--- src/rtl/prores_pkg.sv ---
// Shared constants, state encoding and helpers for the bit-stream packer.
package prores_pkg;

    localparam int unsigned WORD_BITS     = 32;
    localparam int unsigned BUF_BITS      = 64;
    localparam int unsigned MAX_CODE_BITS = 32;
    localparam int unsigned FILL_W        = 6;   // fill count 0..63
    localparam int unsigned LEN_W         = 7;   // examined code-length bits
    localparam int unsigned CNT_W         = 3;   // byte count 1..4

    typedef enum logic {
        RUN   = 1'b0,
        DRAIN = 1'b1
    } packer_state_t;

    // One output-memory write payload.
    typedef struct packed {
        logic [WORD_BITS-1:0] data;
        logic [CNT_W-1:0]     byte_cnt;
    } wr_word_t;

    // Round a bit count up to the next byte boundary.
    function automatic logic [LEN_W-1:0] pad_to_byte(input logic [LEN_W-1:0] bits);
        return (bits + LEN_W'(7)) & ~LEN_W'(7);
    endfunction

endpackage

--- src/rtl/bitstream_packer_if.sv ---
// Code-stream input and memory-write output bundle of the bit-stream packer.
//   master: drives start/start_addr/enable/val/size_of_bit/flush, observes writes
//   slave : the packer itself
interface bitstream_packer_if #(
    parameter int unsigned ADDR_W = 32
);

    logic              start;
    logic [ADDR_W-1:0] start_addr;
    logic              enable;
    logic [63:0]       val;
    logic [63:0]       size_of_bit;
    logic              flush;

    logic              wr_en;
    logic [ADDR_W-1:0] wr_addr;
    logic [31:0]       wr_data;
    logic [2:0]        wr_byte_cnt;
    logic [ADDR_W-1:0] bytes_written;
    logic              busy;
    logic              done;
    logic              error;

    modport master (
        output start, start_addr, enable, val, size_of_bit, flush,
        input  wr_en, wr_addr, wr_data, wr_byte_cnt, bytes_written, busy, done, error
    );

    modport slave (
        input  start, start_addr, enable, val, size_of_bit, flush,
        output wr_en, wr_addr, wr_data, wr_byte_cnt, bytes_written, busy, done, error
    );

endinterface

--- src/rtl/bitstream_packer_bit_append.sv ---
// bit_append: merge a right-justified code of len bits into a left-justified
// bit buffer directly below the fill bits already present.
//   buf_in/fill_in  : current buffer and number of valid MSBs (fill_in < 32)
//   val/len         : code value (bits at/above len ignored), length 0..32
//   buf_out/fill_out: merged buffer and new fill
module bit_append
    import prores_pkg::*;
(
    input  logic [BUF_BITS-1:0] buf_in,
    input  logic [FILL_W-1:0]   fill_in,
    input  logic [BUF_BITS-1:0] val,
    input  logic [FILL_W-1:0]   len,
    output logic [BUF_BITS-1:0] buf_out,
    output logic [FILL_W-1:0]   fill_out
);

    logic [BUF_BITS-1:0] mask;
    logic [BUF_BITS-1:0] code;
    logic [LEN_W-1:0]    shift_amt;

    // Mask off value bits above len, then place the code so its MSB lands at 63-fill.
    always_comb begin
        mask      = (len == '0) ? '0
                                : ({BUF_BITS{1'b1}} >> (LEN_W'(BUF_BITS) - LEN_W'(len)));
        code      = val & mask;
        shift_amt = LEN_W'(BUF_BITS) - LEN_W'(fill_in) - LEN_W'(len);
        buf_out   = buf_in | (code << shift_amt);
        fill_out  = fill_in + len;
    end

endmodule

--- src/rtl/bitstream_packer.sv ---
// bitstream_packer: packs variable-length codes MSB-first into big-endian
// 32-bit memory words, pads to a byte boundary on flush and drains.
//   clock, reset_n : rising-edge clock, asynchronous active-low reset
//   bus (slave)    : start/start_addr/enable/val/size_of_bit/flush in;
//                    wr_en/wr_addr/wr_data/wr_byte_cnt/bytes_written/busy/done/error out
module bitstream_packer
    import prores_pkg::WORD_BITS, prores_pkg::BUF_BITS, prores_pkg::FILL_W,
           prores_pkg::LEN_W, prores_pkg::CNT_W, prores_pkg::packer_state_t,
           prores_pkg::RUN, prores_pkg::DRAIN, prores_pkg::wr_word_t,
           prores_pkg::pad_to_byte;
#(
    parameter int unsigned ADDR_W        = 32,
    parameter int unsigned MAX_CODE_BITS = 32
) (
    input logic               clock,
    input logic               reset_n,
    bitstream_packer_if.slave bus
);

    packer_state_t       state_q, state_d;
    logic [BUF_BITS-1:0] buf_q, buf_d;
    logic [FILL_W-1:0]   fill_q, fill_d;
    logic [ADDR_W-1:0]   base_q, base_d;
    logic [ADDR_W-1:0]   bw_q, bw_d;
    logic                error_q, error_d;
    logic                busy_q, busy_d;
    logic                done_q, done_d;
    logic                wr_en_q, wr_en_d;
    logic [ADDR_W-1:0]   wr_addr_q, wr_addr_d;
    wr_word_t            wr_q, wr_d;

    // start view: everything as if cleared this cycle when start is high
    packer_state_t       cur_state;
    logic [BUF_BITS-1:0] cur_buf;
    logic [FILL_W-1:0]   cur_fill;
    logic [ADDR_W-1:0]   cur_base;
    logic [ADDR_W-1:0]   cur_bw;
    logic                cur_error;
    logic                cur_busy;

    logic [LEN_W-1:0]    code_len;
    logic                code_ok;
    logic [BUF_BITS-1:0] app_buf, sel_buf;
    logic [FILL_W-1:0]   app_fill, sel_fill;
    logic [LEN_W-1:0]    pad_fill;
    logic                unused_size_hi;

    assign code_len       = bus.size_of_bit[LEN_W-1:0];
    assign unused_size_hi = ^bus.size_of_bit[63:LEN_W];

    // Start takes priority: it clears state and latches the new base address.
    always_comb begin
        cur_state = bus.start ? RUN               : state_q;
        cur_buf   = bus.start ? '0                : buf_q;
        cur_fill  = bus.start ? '0                : fill_q;
        cur_base  = bus.start ? bus.start_addr    : base_q;
        cur_bw    = bus.start ? '0                : bw_q;
        cur_error = bus.start ? 1'b0              : error_q;
        cur_busy  = bus.start ? 1'b0              : busy_q;
        code_ok   = bus.enable && (code_len != '0) && (code_len <= LEN_W'(MAX_CODE_BITS));
    end

    bit_append u_bit_append (
        .buf_in   (cur_buf),
        .fill_in  (cur_fill),
        .val      (bus.val),
        .len      (code_len[FILL_W-1:0]),
        .buf_out  (app_buf),
        .fill_out (app_fill)
    );

    // Next-state, emit and counter logic.
    always_comb begin
        state_d   = cur_state;
        buf_d     = cur_buf;
        fill_d    = cur_fill;
        base_d    = cur_base;
        bw_d      = cur_bw;
        error_d   = cur_error;
        busy_d    = 1'b0;
        done_d    = 1'b0;
        wr_en_d   = 1'b0;
        wr_addr_d = '0;
        wr_d      = '0;
        sel_buf   = cur_buf;
        sel_fill  = cur_fill;
        pad_fill  = '0;

        if (cur_state == DRAIN) begin
            // Second word of a drain; fill holds the padded remainder (8..32 bits).
            if (bus.enable || bus.flush) error_d = 1'b1;
            wr_en_d       = 1'b1;
            wr_addr_d     = cur_base + cur_bw;
            wr_d.data     = cur_buf[BUF_BITS-1 -: WORD_BITS];
            wr_d.byte_cnt = CNT_W'(cur_fill >> 3);
            bw_d          = cur_bw + ADDR_W'(wr_d.byte_cnt);
            done_d        = 1'b1;
            busy_d        = 1'b1;
            buf_d         = '0;
            fill_d        = '0;
            state_d       = RUN;
        end else if (cur_busy) begin
            // Drain just completed; inputs are still illegal this cycle.
            if (bus.enable || bus.flush) error_d = 1'b1;
        end else begin
            if (bus.enable && (code_len > LEN_W'(MAX_CODE_BITS))) error_d = 1'b1;
            if (code_ok) begin
                sel_buf  = app_buf;
                sel_fill = app_fill;
            end
            buf_d  = sel_buf;
            fill_d = sel_fill;

            if (bus.flush) begin
                pad_fill = pad_to_byte(LEN_W'(sel_fill));
                done_d   = (pad_fill <= LEN_W'(WORD_BITS));
                if (pad_fill != '0) begin
                    wr_en_d   = 1'b1;
                    wr_addr_d = cur_base + cur_bw;
                    wr_d.data = sel_buf[BUF_BITS-1 -: WORD_BITS];
                    if (pad_fill <= LEN_W'(WORD_BITS)) begin
                        wr_d.byte_cnt = CNT_W'(pad_fill >> 3);
                        buf_d         = '0;
                        fill_d        = '0;
                    end else begin
                        wr_d.byte_cnt = CNT_W'(4);
                        buf_d         = sel_buf << WORD_BITS;
                        fill_d        = FILL_W'(pad_fill - LEN_W'(WORD_BITS));
                        state_d       = DRAIN;
                    end
                    bw_d = cur_bw + ADDR_W'(wr_d.byte_cnt);
                end
            end else if (sel_fill >= FILL_W'(WORD_BITS)) begin
                wr_en_d       = 1'b1;
                wr_addr_d     = cur_base + cur_bw;
                wr_d.data     = sel_buf[BUF_BITS-1 -: WORD_BITS];
                wr_d.byte_cnt = CNT_W'(4);
                bw_d          = cur_bw + ADDR_W'(4);
                buf_d         = sel_buf << WORD_BITS;
                fill_d        = sel_fill - FILL_W'(WORD_BITS);
            end
        end
    end

    // State and output registers.
    always_ff @(posedge clock or negedge reset_n) begin
        if (!reset_n) begin
            state_q   <= RUN;
            buf_q     <= '0;
            fill_q    <= '0;
            base_q    <= '0;
            bw_q      <= '0;
            error_q   <= 1'b0;
            busy_q    <= 1'b0;
            done_q    <= 1'b0;
            wr_en_q   <= 1'b0;
            wr_addr_q <= '0;
            wr_q      <= '0;
        end else begin
            state_q   <= state_d;
            buf_q     <= buf_d;
            fill_q    <= fill_d;
            base_q    <= base_d;
            bw_q      <= bw_d;
            error_q   <= error_d;
            busy_q    <= busy_d;
            done_q    <= done_d;
            wr_en_q   <= wr_en_d;
            wr_addr_q <= wr_addr_d;
            wr_q      <= wr_d;
        end
    end

    assign bus.wr_en         = wr_en_q;
    assign bus.wr_addr       = wr_addr_q;
    assign bus.wr_data       = wr_q.data;
    assign bus.wr_byte_cnt   = wr_q.byte_cnt;
    assign bus.bytes_written = bw_q;
    assign bus.busy          = busy_q;
    assign bus.done          = done_q;
    assign bus.error         = error_q;

endmodule

--- src/flat_wrapper.sv ---
// flat-port wrapper written by rule: the top's interface ports become plain ports
module bitstream_packer_flat import prores_pkg::WORD_BITS, prores_pkg::BUF_BITS, prores_pkg::FILL_W,
           prores_pkg::LEN_W, prores_pkg::CNT_W, prores_pkg::packer_state_t,
           prores_pkg::RUN, prores_pkg::DRAIN, prores_pkg::wr_word_t,
           prores_pkg::pad_to_byte;
#(
    parameter int unsigned ADDR_W        = 32,
    parameter int unsigned MAX_CODE_BITS = 32
)
  (clock, reset_n, bus_start, bus_start_addr, bus_enable, bus_val, bus_size_of_bit, bus_flush, bus_wr_en, bus_wr_addr, bus_wr_data, bus_wr_byte_cnt, bus_bytes_written, bus_busy, bus_done, bus_error);
  bitstream_packer_if #(.ADDR_W(ADDR_W)) bus_i ();
  input logic clock;
  input logic reset_n;
  input wire logic [$bits(bus_i.start)-1:0] bus_start;
  input wire logic [$bits(bus_i.start_addr)-1:0] bus_start_addr;
  input wire logic [$bits(bus_i.enable)-1:0] bus_enable;
  input wire logic [$bits(bus_i.val)-1:0] bus_val;
  input wire logic [$bits(bus_i.size_of_bit)-1:0] bus_size_of_bit;
  input wire logic [$bits(bus_i.flush)-1:0] bus_flush;
  output wire logic [$bits(bus_i.wr_en)-1:0] bus_wr_en;
  output wire logic [$bits(bus_i.wr_addr)-1:0] bus_wr_addr;
  output wire logic [$bits(bus_i.wr_data)-1:0] bus_wr_data;
  output wire logic [$bits(bus_i.wr_byte_cnt)-1:0] bus_wr_byte_cnt;
  output wire logic [$bits(bus_i.bytes_written)-1:0] bus_bytes_written;
  output wire logic [$bits(bus_i.busy)-1:0] bus_busy;
  output wire logic [$bits(bus_i.done)-1:0] bus_done;
  output wire logic [$bits(bus_i.error)-1:0] bus_error;
  assign bus_i.start = bus_start;
  assign bus_i.start_addr = bus_start_addr;
  assign bus_i.enable = bus_enable;
  assign bus_i.val = bus_val;
  assign bus_i.size_of_bit = bus_size_of_bit;
  assign bus_i.flush = bus_flush;
  assign bus_wr_en = bus_i.wr_en;
  assign bus_wr_addr = bus_i.wr_addr;
  assign bus_wr_data = bus_i.wr_data;
  assign bus_wr_byte_cnt = bus_i.wr_byte_cnt;
  assign bus_bytes_written = bus_i.bytes_written;
  assign bus_busy = bus_i.busy;
  assign bus_done = bus_i.done;
  assign bus_error = bus_i.error;
  bitstream_packer #(.ADDR_W(ADDR_W), .MAX_CODE_BITS(MAX_CODE_BITS)) u_core (.clock(clock), .reset_n(reset_n), .bus(bus_i));
endmodule
--- config.mk ---
export PLATFORM = sky130hd
export DESIGN_NAME = bitstream_packer_flat
export DESIGN_NICKNAME = d
export VERILOG_FILES = /design/src/rtl/prores_pkg.sv /design/src/rtl/bitstream_packer_if.sv /design/src/rtl/bitstream_packer_bit_append.sv /design/src/rtl/bitstream_packer.sv /design/src/flat_wrapper.sv
export SDC_FILE = /design/constraint.sdc
export NUM_CORES = 1
export LEC_CHECK = 0
export BUFFER_PORTS_ARGS = -buffer_cell sky130_fd_sc_hd__buf_2
export CAP_MARGIN = 15
export CORE_MARGIN = 3
export CORE_UTILIZATION = 51
export DETAILED_ROUTE_END_ITERATION = 7
export PLACE_DENSITY = 0.75
export SKIP_CTS_REPAIR_TIMING = 1
export SYNTH_ARGS = -nofsm -noshare
export SYNTH_HDL_FRONTEND = slang
export SYNTH_HIERARCHICAL = 1
export SYNTH_SLANG_ARGS = --single-unit
export TNS_END_PERCENT = 1
--- constraint.sdc ---
create_clock -name clock -period 4.4 [get_ports clock]
set_clock_uncertainty 0.1 [all_clocks]
set_input_delay 0 -clock clock [delete_from_list [all_inputs] [get_ports clock]]
set_output_delay 0 -clock clock [all_outputs]
set_load 0.02 [all_outputs]
* Word level (Yosys, flattened, before mapping)
Cells that the tools add are included.
Operators by class: add/subtract/negate cells 11, magnitude comparators 4, shifts and indexed selects 2, muxes and demuxes 62, bitwise operators 2, reduce and logical (&&, ||, !) cells 7
Operators with widths (count):
- 64-bit 2-to-1 mux | 9
- 32-bit 2-to-1 mux | 12
- 35-bit 2-to-1 mux | 5
- 32-bit by 3-bit adder with 32-bit output | 2
- 64-bit bitwise AND | 1
- 64-bit OR | 1
- 64-bit by 7-bit left shift with 64-bit output | 1
- 64-bit by 7-bit right shift with 64-bit output, first input constant | 1
- 6-bit 2-to-1 mux | 10
- 32-bit by 3-bit adder with 32-bit output, second input constant | 1
- 32-bit adder | 1
- 1-bit 2-to-1 mux | 21
- 3-bit 2-to-1 mux | 5
- 7-bit by 6-bit <= comparator with 1-bit output, second input constant | 2
- 7-bit nonzero test | 2
- 7-bit by 6-bit subtractor with 7-bit output, first input constant | 2
- 6-bit subtractor, second input constant | 2
- 6-bit by 3-bit adder with 7-bit output, second input constant | 1
- 7-bit by 6-bit greater-than comparator with 1-bit output, second input constant | 1
- 7-bit by 6-bit subtractor with 7-bit output | 1
- 6-bit adder | 1
- 6-bit >= comparator, second input constant | 1
- 6-bit logical NOT | 1
- 1-bit logical AND | 3
- 1-bit logical OR | 1
Storage, ports and cells: bits in registers 206, input bits 165, output and inout port bits 103, logic and storage cells 100

* Depth between registers and ports, before layout
Gate-level depths: netlist of run 1.
depth after elaboration 18, mapped depth 24, mapped depth without buffers 22

* Cells and area by module
The synthesis of run 1 kept the hierarchy.
By module, submodules not included:
- bitstream_packer | times used 1, cells an instance 1289, area each 12209.2 um^2, seq. area each 5154.9 um^2
- bit_append | times used 1, cells an instance 967, area each 6502.5 um^2, seq. area each 0.0 um^2

* Least setup slack after synthesis of run 1
Ideal clock, no wire load.
path type register to register, from register u_core.fill_q[1], to register u_core.bw_q[26] (netlist: u_core/bus.bytes_written[26]), arrival 4.619 ns, path slack -0.447 ns, cell stages (with the launch flop) 24, buffers on the path 2, period minus slack after synthesis 4.847 ns, cell sequence dfrtp_1 > nor2b_1 > ha_1 > a21o_1 > a21oi_1 > o21bai_1 > a21oi_1 > xnor2_1 > and3_1 > nand3_1 > o211ai_1 > or2_2 > clkbuf_1 > clkbuf_1 > nor2_1 > ha_1 > inv_1 > fa_1 > inv_1 > a21oi_1 > o31ai_1 > o211ai_2 > nor3_1 > mux2_1
On the way: longest elaborated chain between the ends 17, elaborated cells between the ends (all ways) 20, those cells by class add/sub (3); order compare (2); mux (14); reduce/logical (1)
RTL lines:
- start, declared | line bitstream_packer.sv:22 | logic [FILL_W-1:0] fill_q, fill_d;
- start signal, assigned | line bitstream_packer.sv:162 | fill_q <= fill_d;
- 6-bit 2-to-1 mux * | line bitstream_packer.sv:55 | cur_fill = bus.start ? '0 : fill_q;
- net u_core.cur_fill[1] | line bitstream_packer.sv:35 | logic [FILL_W-1:0] cur_fill;
- 6-bit adder * | line bitstream_packer_bit_append.sv:28 | fill_out = fill_in + len;
- net u_core.app_fill[5] | line bitstream_packer.sv:44 | logic [FILL_W-1:0] app_fill, sel_fill;
- 6-bit 2-to-1 mux * | line bitstream_packer.sv:107 | if (code_ok) begin
- 6-bit 2-to-1 mux * | line bitstream_packer.sv:102 | end else if (cur_busy) begin
- 6-bit 2-to-1 mux * | line bitstream_packer.sv:89 | if (cur_state == DRAIN) begin
- 6-bit by 3-bit adder with 7-bit output | line prores_pkg.sv:24 | return (bits + LEN_W'(7)) & ~LEN_W'(7);
- [4 not listed]
- 3-bit 2-to-1 mux | line bitstream_packer.sv:102
- 3-bit 2-to-1 mux | line bitstream_packer.sv:89
- 32-bit by 3-bit adder with 32-bit output | line bitstream_packer.sv:131 | bw_d = cur_bw + ADDR_W'(wr_d.byte_cnt);
- 32-bit 2-to-1 mux | line bitstream_packer.sv:117 | if (pad_fill != '0) begin
- 32-bit 2-to-1 mux * | line bitstream_packer.sv:114 | if (bus.flush) begin
- 32-bit 2-to-1 mux * | line bitstream_packer.sv:102
- 32-bit 2-to-1 mux * | line bitstream_packer.sv:89
- net u_core.bw_d[26] | line bitstream_packer.sv:24 | logic [ADDR_W-1:0] bw_q, bw_d;
- end signal, assigned | line bitstream_packer.sv:164 | bw_q <= bw_d;
- end, declared | line bitstream_packer.sv:24
The timed path passes the listed nets; every way through them passes the cells marked *. The select of a mux whose other input is x is not followed.

* Worst setup path in the final report of run 1
from register u_core.fill_q[1], to register u_core.bw_q[31] (netlist: u_core/bus.bytes_written[31])
Same word-level chain as after synthesis.

==> impl_table.tex, run 1 <==
\begin{tabular}{lr}
\hline
Metric & Value \\
\hline
\multicolumn{2}{l}{\textbf{Synthesis}} \\
\quad XOR/XNOR share of the synthesized area & 0.0295 \\
\quad Post-synthesis share of cell area spent on and, or, nand and nor gates & 0.205 \\
\quad Compound-cell area share of the yosys netlist & 0.286 \\
\quad Flip-flop and latch count after synthesis & 206 \\
\quad Synthesized Nets & 2486 \\
\quad Top cell type's share of synthesized area & 0.275 \\
\quad Combinational family with the most area after synthesis & compound AO/OA/AOI/OAI gates \\
\quad Number of synthesis warnings & 6 \\
\quad Count of distinct cell types in the synthesized netlist & 100 \\
\quad Dominant cells by area after synthesis & sky130\_fd\_sc\_hd\_\_dfrtp\_1, sky130\_fd\_sc\_hd\_\_mux2\_2, sky130\_fd\_sc\_hd\_\_mux2i\_1 \\
\quad Cells after Synth & 2256 \\
\quad Share of flip-flops with an asynchronous set or reset & 1.00 \\
\quad Sequential element share of the synthesized area & 0.275 \\
\quad Post-Synthesis Cell Area & 18700 um2 \\
\quad Syn Area/Cell & 8.29 um2 \\
\quad Post-synth EDFFs & 0 \\
\quad Synth Area in Adders & 0.0455 \\
\quad Multiplexer share of the synthesized area & 0.108 \\
\quad Top FF cell, synth & sky130\_fd\_sc\_hd\_\_dfrtp\_1 \\
\quad Dominant cell type by area after synthesis & sky130\_fd\_sc\_hd\_\_dfrtp\_1 \\
\multicolumn{2}{l}{\textbf{CTS}} \\
\quad Total clock buffers created by CTS & 23 \\
\quad Clock buffer depth & 3 \\
\quad Clock sink count & 206 \\
\quad Worst-Skew Late Latency & 0.54 ns \\
\quad CTS tree & built \\
\quad Clk root buf & sky130\_fd\_sc\_hd\_\_clkbuf\_16 \\
\quad Count of H-tree levels built during CTS & 1 \\
\quad Clock transition at the registers of the reported paths & 0.07 ns \\
\multicolumn{2}{l}{\textbf{Place}} \\
\quad Weighted congestion reported at the end of routability-driven placement & 1.05 \\
\quad Count of buffers inserted at the top-level ports & 210 \\
\quad Placed wire-length estimate & 57100 um \\
\multicolumn{2}{l}{\textbf{Global route}} \\
\quad Largest net degree at the start of global routing & 135 \\
\quad GRT Overall Usage & 0.378 \\
\quad Vias in the first global route & 19400 \\
\quad Antenna violations before repair & 0 \\
\quad First-pass GRT wire length & 115000 um \\
\quad Overflow left after global routing & 0 \\
\multicolumn{2}{l}{\textbf{Timing}} \\
\quad Total negative slack & 0 ns \\
\quad Min Clock Period, post-route & 4.32 ns \\
\quad Achievable Freq & 231 MHz \\
\quad Worst slew margin relative to its limit & 0.329 \\
\quad Pins Over Slew Limit & 0 \\
\quad Slew of the pin with the lowest slew margin & 1.01 ns \\
\quad Final setup violation count & 0 \\
\quad Worst hold slack across all endpoints & -0.0194 ns \\
\quad RSZ-0062 raised after global routing & yes \\
\quad Final clock period utilization by the worst path & 0.982 \\
\quad Final-report hold violation count & 3 \\
\multicolumn{2}{l}{\textbf{Setup path}} \\
\quad Endpoint type of the worst setup path & flip-flop \\
\quad Worst Path Max Fanout & 5 \\
\quad Sort of element at the start of the critical path & flip-flop \\
\quad Critical path data arrival time & 4.64 ns \\
\quad Cell family with most CP delay & compound AO/OA/AOI/OAI gates \\
\quad Cell type of the slowest stage on the worst timing path & sky130\_fd\_sc\_hd\_\_a2111oi\_1 \\
\quad Number of cells traversed by the worst register-to-register path & 18 \\
\quad List of cells traversed by the critical path & nor2b\_2, ha\_1, a21o\_1, a21oi\_2, o21bai\_1, a21oi\_1, xnor2\_1, and3\_1, nand3\_2, o211ai\_1, or2\_4, or2\_2, ha\_1, a21oi\_2, nor3\_1, o21ai\_1, a2111oi\_1, mux2\_1 \\
\quad Slack of the worst reg-to-reg path & 0.08 ns \\
\quad Kind of critical path & reg2reg \\
\quad Largest stage delay on the critical path & 0.40 ns \\
\quad Required time at the worst-slack endpoint & 4.72 ns \\
\quad Cell depth of the worst setup path & 18 \\
\quad Count of buffer and inverter cells on the critical path & 0 \\
\multicolumn{2}{l}{\textbf{Final layout}} \\
\quad Footprint of the multi-input gates & 12800 um2 \\
\quad Area growth from synthesis to final layout & 23.6\% \\
\quad Fill count & 3043 \\
\quad Most frequent cells in the layout & sky130\_fd\_sc\_hd\_\_buf\_4, sky130\_fd\_sc\_hd\_\_buf\_2, sky130\_fd\_sc\_hd\_\_dfrtp\_1, sky130\_fd\_sc\_hd\_\_nor2\_1, sky130\_fd\_sc\_hd\_\_nand2\_1 \\
\quad Share of cells above drive strength 1 & 0.260 \\
\quad Most common library cell in the layout ignoring fill and taps & sky130\_fd\_sc\_hd\_\_buf\_4 \\
\quad Number of nets in the layout & 2842 \\
\quad Storage element area & 5150 um2 \\
\multicolumn{2}{l}{\textbf{Route}} \\
\quad Number of vias in the routed layout & 20100 \\
\quad Drt wl/cell & 24.8 um \\
\quad Number of nets with antenna violations after routing & 0 \\
\quad Detailed-router iteration count before antenna repair & 6 \\
\quad DRC & 0 \\
\quad Final WL & 76600 um \\
\quad DRC violation total after the first TritonRoute iteration & 2107 \\
\quad Vias per cell & 6.52 \\
\multicolumn{2}{l}{\textbf{Power and ir drop}} \\
\quad Overall power after layout & 0.00750 W \\
\quad Static power due to leakage & 11.2 nW \\
\quad Largest vdd supply drop & 0.357 mV \\
\quad Power density relative to cell area & 324 nW/um2 \\
\multicolumn{2}{l}{\textbf{Floorplanning}} \\
\quad Area of the core region & 35800 um2 \\
\quad Height of the die & 198 um \\
\quad Die width & 198 um \\
\quad Initial Utilization & 0.522 \\
\quad Number of rows in the core area & 69 \\
\quad Number of top-level design ports & 268 \\
\quad Area enclosed by the die boundary & 39000 um2 \\
\multicolumn{2}{l}{\textbf{Flow run}} \\
\quad Max-cap violations & 0 \\
\multicolumn{2}{l}{\textbf{Hold path}} \\
\quad Class of the tightest hold or removal check & in2reg \\
\quad WHS Path Cells & 4 \\
\multicolumn{2}{l}{\textbf{Run status}} \\
\quad Result of the run & finished, violations left \\
\quad Violated checks & negative hold slack \\
\hline
\end{tabular}
## power breakdown
group | internal, W | total, W | switching (W) | leakage, nW
registers | 0.00200 | 0.00204 | 0.0000411 | 2.77
logic | 0.00127 | 0.00323 | 0.00196 | 8.02
clock network | 0.00138 | 0.00222 | 0.000843 | 0.423
## stage by stage
step           worst slack (ns)  instance area, um2  std cells   util  hold slack (ns)
4_1_cts                 -0.0901               22500       3041  0.628           -0.510
6_report                 0.0785               23100       3091  0.645          -0.0194
2_1_floorplan            0.0145               18700       2256      -           -0.396
3_3_place_gp             0.0489               21600       2999  0.603           0.0374
5_1_grt                  -0.116               23100       3090  0.645         -0.00539
3_5_place_dp            -0.0792               21600       2999  0.603           0.0376
## logic make-up (layout without fill, tap and decap cells)
logic type               Yosys count  after routing
AO/OA/AOI/OAI                    750            750
flip-flops                       206            206
multiplexers                     172            172
adder cells (fa/ha/maj)           65             65
other                              0              1
AND/OR/NAND/NOR                  775            776
XOR/XNOR                          63             63
buffers and inverters            225            597
## flip-flops by register name (all words and copies together) (netlist names), 3 cells and up
| name | flops |
|---|---|
| u_core/base_q | 32 |
| u_core/buf_q | 64 |
| u_core/bus.bytes_written | 32 |
| u_core/bus.wr_addr | 32 |
| u_core/bus.wr_byte_cnt | 3 |
| u_core/bus.wr_data | 32 |
| u_core/fill_q | 6 |
## final timing paths
path,startpoint,end
min reg2reg,u_core/base_q[26],u_core/base_q[26]
min,bus_start,u_core/bus.wr_addr[0]
max,u_core/fill_q[1],u_core/bus.bytes_written[31]
max in group asynchronous,reset_n,u_core/bus.wr_addr[20]
min in group asynchronous,reset_n,u_core/bus.wr_data[17]
max reg2reg,u_core/fill_q[1],u_core/bus.bytes_written[31]
## metal layers
| metal | track usage | up-vias | share of wire |
|---|---|---|---|
| met1 | 0.507 | 9730 | 0.41 |
| met3 | 0.0604 | 224 | 0.085 |
| met5 | 0 | - | 0 |
| li1 | - | 9094 | - |
| met2 | 0.622 | 1096 | 0.46 |
| met4 | 0.136 | 0 | 0.047 |
## worst min-delay path, cell delays in order
cell	delay, ns
sky130_fd_sc_hd__buf_4	0.16
sky130_fd_sc_hd__mux2_2	0.19
sky130_fd_sc_hd__ha_1	0.13
sky130_fd_sc_hd__and2_1	0.12
## synth_stat cells (all sizes together) (19+ instances only)
| cell | number |
|---|---|
| xor2 | 31 |
| mux2 | 80 |
| nand2b | 26 |
| o21ai | 160 |
| o221ai | 26 |
| a211oi | 28 |
| and3 | 19 |
| nand3 | 58 |
| nor3 | 112 |
| o21bai | 23 |
| a21o | 82 |
| nand2 | 176 |
| a21oi | 102 |
| xnor2 | 32 |
| nor2b | 107 |
| a31oi | 27 |
| and2 | 24 |
| o21ba | 32 |
| clkbuf | 114 |
| o22ai | 35 |
| mux2i | 78 |
| o211ai | 52 |
| buf | 48 |
| ha | 60 |
| dfrtp | 206 |
| inv | 60 |
| nor2 | 190 |
## final cells by class
class | count | area share
multi-input combinational | 1826 | 0.554
sequential | 206 | 0.223
timing repair buffer | 492 | 0.150
clock buffer | 28 | 0.0270
tap | 461 | 0.0249
clock inverter | 14 | 0.0109
inverter | 63 | 0.0104
antenna | 1 | 0.000108
No activity file was read; power rests on OpenSTA's default activity.
==> inputs of run 2 (changes only) <==
--- a/config.mk
+++ b/config.mk
@@ -5,6 +5,7 @@
 export SDC_FILE = /design/constraint.sdc
 export NUM_CORES = 1
 export LEC_CHECK = 0
+export ABC_AREA = 1
 export BUFFER_PORTS_ARGS = -buffer_cell sky130_fd_sc_hd__buf_2
 export CAP_MARGIN = 15
 export CORE_MARGIN = 3
@@ -12,6 +13,7 @@
 export DETAILED_ROUTE_END_ITERATION = 7
 export PLACE_DENSITY = 0.75
 export SKIP_CTS_REPAIR_TIMING = 1
+export SKIP_LAST_GASP = 1
 export SYNTH_ARGS = -nofsm -noshare
 export SYNTH_HDL_FRONTEND = slang
 export SYNTH_HIERARCHICAL = 1
==> run 2 against run 1 <==
The run still ends with negative hold slack left. Area after synthesis decreased by 1.7%. Final area decreased by 9.4%. Sequential power increased by 2%. Power decreased by 0.23%. Clock power decreased by 7%. Fmax increased by 3.7%. Critical path depth increased by 10. Global-route usage decreased by 2.1 points. Critical endpoint is now u_core/bus.bytes_written[14].
==> impl_table.tex, run 2 <==
\begin{tabular}{lr}
\hline
Metric & Value \\
\hline
\multicolumn{2}{l}{\textbf{Timing}} \\
\quad Worst slew margin relative to its limit & 0.236 (-0.0934) \\
\quad Achievable Freq & 240 MHz (+3.7\%) \\
\quad Total negative slack & 0 ns (unchanged) \\
\quad Worst hold slack across all endpoints & -0.0517 ns (-0.0323 ns) \\
\quad Slew of the pin with the lowest slew margin & 1.15 ns (+0.140 ns) \\
\quad Final setup violation count & 0 (unchanged) \\
\quad Final-report hold violation count & 54 (+51) \\
\quad Min Clock Period, post-route & 4.17 ns (-0.155 ns) \\
\quad RSZ-0062 raised after global routing & yes \\
\quad Final clock period utilization by the worst path & 0.947 (-0.0353) \\
\quad Pins Over Slew Limit & 0 (unchanged) \\
\multicolumn{2}{l}{\textbf{Global route}} \\
\quad Vias in the first global route & 20300 (+4.8\%) \\
\quad GRT Overall Usage & 0.357 (-0.0206) \\
\quad Antenna violations before repair & 0 (unchanged) \\
\quad Largest net degree at the start of global routing & 126 (-6.7\%) \\
\quad First-pass GRT wire length & 111000 um (-4.1\%) \\
\quad Overflow left after global routing & 0 (unchanged) \\
\multicolumn{2}{l}{\textbf{Setup path}} \\
\quad Most Frequent Cell on Critical Path & sky130\_fd\_sc\_hd\_\_nand2\_1 \\
\quad Kind of critical path & reg2reg \\
\quad Critical path data arrival time & 4.50 ns (-0.14 ns) \\
\quad Cell type of the slowest stage on the worst timing path & sky130\_fd\_sc\_hd\_\_fa\_1 \\
\quad Count of buffer and inverter cells on the critical path & 6 (+6) \\
\quad Sort of element at the start of the critical path & flip-flop \\
\quad Endpoint type of the worst setup path & flip-flop \\
\quad Number of cells traversed by the worst register-to-register path & 28 (+10) \\
\quad Worst reg2reg startpoint & u\_core/fill\_q[0] \\
\quad Required time at the worst-slack endpoint & 4.73 ns (about the same) \\
\quad Cell family with most CP delay & simple AND/OR/NAND/NOR gates \\
\quad Destination of the worst register-to-register timing path & u\_core/bus.bytes\_written[14] \\
\quad Slack of the worst reg-to-reg path & 0.23 ns (+0.16 ns) \\
\quad Largest stage delay on the critical path & 0.46 ns (+0.06 ns) \\
\quad Worst Path Max Fanout & 5 (unchanged) \\
\multicolumn{2}{l}{\textbf{Floorplanning}} \\
\quad Initial Utilization & 0.525 (+0.00272) \\
\quad Number of rows in the core area & 68 (-1.4\%) \\
\quad Die width & 196 um (-0.80\%) \\
\quad Area of the core region & 35100 um2 (-2.2\%) \\
\quad Area enclosed by the die boundary & 38400 um2 (-1.6\%) \\
\quad Height of the die & 196 um (-0.80\%) \\
\quad Number of top-level design ports & 268 (unchanged) \\
\multicolumn{2}{l}{\textbf{Final layout}} \\
\quad Antenna cells & 0 (-1) \\
\quad Max FFs per register & 64 (unchanged) \\
\quad Most frequent cells in the layout & sky130\_fd\_sc\_hd\_\_nand2\_1, sky130\_fd\_sc\_hd\_\_nand3\_1, sky130\_fd\_sc\_hd\_\_nor2\_1, sky130\_fd\_sc\_hd\_\_inv\_1, sky130\_fd\_sc\_hd\_\_buf\_2 \\
\quad Area growth from synthesis to final layout & 13.9\% \\
\quad Final non-filler cell total & 3535 (+14\%) \\
\quad Number of nets in the layout & 3294 (+16\%) \\
\quad Utilization after layout & 0.598 (-0.0476) \\
\quad Share of cells above drive strength 1 & 0.122 (-0.137) \\
\quad Top reg by flops & u\_core/buf\_q \\
\quad Finished layout cell area & 21000 um2 (-9.4\%) \\
\quad Most common library cell in the layout ignoring fill and taps & sky130\_fd\_sc\_hd\_\_nand2\_1 \\
\multicolumn{2}{l}{\textbf{CTS}} \\
\quad Clock sink count & 206 (unchanged) \\
\quad Total clock buffers created by CTS & 24 (+4.3\%) \\
\quad Clock transition at the registers of the reported paths & 0.06 ns (about the same) \\
\quad Count of H-tree levels built during CTS & 1 (unchanged) \\
\quad Worst-Skew Late Latency & 0.54 ns (about the same) \\
\quad Clock buffer depth & 3 (unchanged) \\
\quad Clk root buf & sky130\_fd\_sc\_hd\_\_clkbuf\_16 \\
\quad CTS tree & built \\
\multicolumn{2}{l}{\textbf{Place}} \\
\quad Placed wire-length estimate & 51300 um (-10\%) \\
\quad Placed Instance Area & 19700 um2 (-8.7\%) \\
\quad Count of buffers inserted at the top-level ports & 210 (unchanged) \\
\quad Cell count after placement & 3453 (+15\%) \\
\quad Weighted congestion reported at the end of routability-driven placement & 0.983 (-5.9\%) \\
\multicolumn{2}{l}{\textbf{Synthesis}} \\
\quad Most common cell in the synthesized netlist & sky130\_fd\_sc\_hd\_\_nand2\_1 \\
\quad Syn Area/Cell & 6.31 um2 (-24\%) \\
\quad Top cell type's share of synthesized area & 0.280 (+0.00463) \\
\quad Top FF cell, synth & sky130\_fd\_sc\_hd\_\_dfrtp\_1 \\
\quad Number of synthesis warnings & 6 (unchanged) \\
\quad Synthesized Nets & 3148 (+27\%) \\
\quad Commonest cells in the synthesized netlist & sky130\_fd\_sc\_hd\_\_nand2\_1, sky130\_fd\_sc\_hd\_\_nand3\_1, sky130\_fd\_sc\_hd\_\_nor2\_1 \\
\quad Post-synth EDFFs & 0 (unchanged) \\
\quad Count of distinct cell types in the synthesized netlist & 51 (-49\%) \\
\quad Sequential element share of the synthesized area & 0.280 (+0.00463) \\
\quad Dominant cell type by area after synthesis & sky130\_fd\_sc\_hd\_\_dfrtp\_1 \\
\quad Post-Synthesis Cell Area & 18400 um2 (-1.7\%) \\
\quad Dominant cells by area after synthesis & sky130\_fd\_sc\_hd\_\_dfrtp\_1, sky130\_fd\_sc\_hd\_\_nand3\_1, sky130\_fd\_sc\_hd\_\_nand2\_1 \\
\quad Share of flip-flops with an asynchronous set or reset & 1.00 (unchanged) \\
\quad Cells after Synth & 2918 (+29\%) \\
\quad Flip-flop and latch count after synthesis & 206 (unchanged) \\
\multicolumn{2}{l}{\textbf{Route}} \\
\quad Drt wl/cell & 20.1 um (-19\%) \\
\quad Number of nets with antenna violations after routing & 0 (unchanged) \\
\quad DRC & 0 (unchanged) \\
\quad Detailed-router iteration count before antenna repair & 7 (+1) \\
\quad DRC violation total after the first TritonRoute iteration & 2285 (+8.4\%) \\
\quad Number of vias in the routed layout & 21200 (+5.0\%) \\
\quad Vias per cell & 5.98 (-8.2\%) \\
\quad Final WL & 71200 um (-7.0\%) \\
\multicolumn{2}{l}{\textbf{Power and ir drop}} \\
\quad Largest vdd supply drop & 0.372 mV (+4.3\%) \\
\quad Power density relative to cell area & 357 nW/um2 (+10\%) \\
\quad Static power due to leakage & 11.2 nW (about the same) \\
\multicolumn{2}{l}{\textbf{Hold path}} \\
\quad Class of the tightest hold or removal check & in2async \\
\multicolumn{2}{l}{\textbf{Run status}} \\
\quad Result of the run & finished, violations left \\
\quad Violated checks & negative hold slack \\
\multicolumn{2}{l}{\textbf{Flow run}} \\
\quad Max-cap violations & 0 (unchanged) \\
\hline
\end{tabular}
## run 2: kinds of logic (layout without fill, tap and decap cells)
| kind of cell | Yosys count | count (layout) | synth area share |
|---|---|---|---|
| adder cells (fa/ha/maj) | 65 | 65 | 0.0462 |
| buffers and inverters | 474 | 636 | 0.104 |
| XOR/XNOR | 41 | 41 | 0.0209 |
| multiplexers | 33 | 33 | 0.0202 |
| AO/OA/AOI/OAI | 342 | 342 | 0.107 |
| AND/OR/NAND/NOR | 1757 | 1757 | 0.422 |
| flip-flops | 206 | 206 | 0.280 |
## run 2: layout make-up
type                    count  area, um2
clock buffers              31        708
clock inverters            11        115
fillers                  3376      14100
inverters                 304       1140
multi-input cells        2238      11400
flip-flops and latches    206       5150
well taps                 455        569
repair buffers            290       1890
## run 2: worst reg2reg max path, delay by kind of cell (launching register included)
| kind | cells | cell delay, ns |
|---|---|---|
| AND/OR/NAND/NOR | 16 | 1.79 |
| adder cells (fa/ha/maj) | 4 | 1.17 |
| buffers and inverters | 6 | 0.40 |
| flip-flops | 1 | 0.32 |
| XOR/XNOR | 1 | 0.15 |
| AO/OA/AOI/OAI | 1 | 0.15 |
## run 2: per-layer routing
| layer | global-route usage | vias to the layer above | share of wire |
|---|---|---|---|
| met4 | 0.137 | 0 | 0.045 |
| met1 | 0.475 | 9862 | 0.40 |
| met2 | 0.588 | 1103 | 0.46 |
| met5 | 0 | - | 0 |
| met3 | 0.0555 | 206 | 0.087 |
| li1 | - | 9982 | - |
## run 2: power breakdown
part	switching [W]	total, W	leakage (nW)	internal (W)
combinational	0.00234	0.00331	8.04	0.000973
sequential	0.0000603	0.00209	2.76	0.00203
clock	0.000824	0.00207	0.412	0.00125
## run 2: worst max-delay path by stage
stage	from	endpoint	slack, ns	depth (start not counted)
6_report	u_core/fill_q[0]	u_core/bus.bytes_written[14]	0.23	28
5_1_grt	u_core/fill_q[0]	u_core/bus.bytes_written[30]	-0.12	28
4_1_cts	u_core/fill_q[3]	u_core/buf_q[58]	0.32	19
3_5_place_dp	u_core/fill_q[0]	u_core/bus.bytes_written[31]	0.34	25
3_3_place_gp	u_core/fill_q[0]	u_core/bus.bytes_written[14]	0.38	28
2_1_floorplan	u_core/fill_q[2]	u_core/bus.bytes_written[7]	0.61	24
## run 2: metrics by stage
step                setup WS (ns)  total power (W)
floorplan                   0.609          0.00421
global placement            0.378          0.00527
detailed placement          0.344          0.00530
CTS                         0.323          0.00738
global route               -0.119          0.00786
finish                      0.234          0.00748
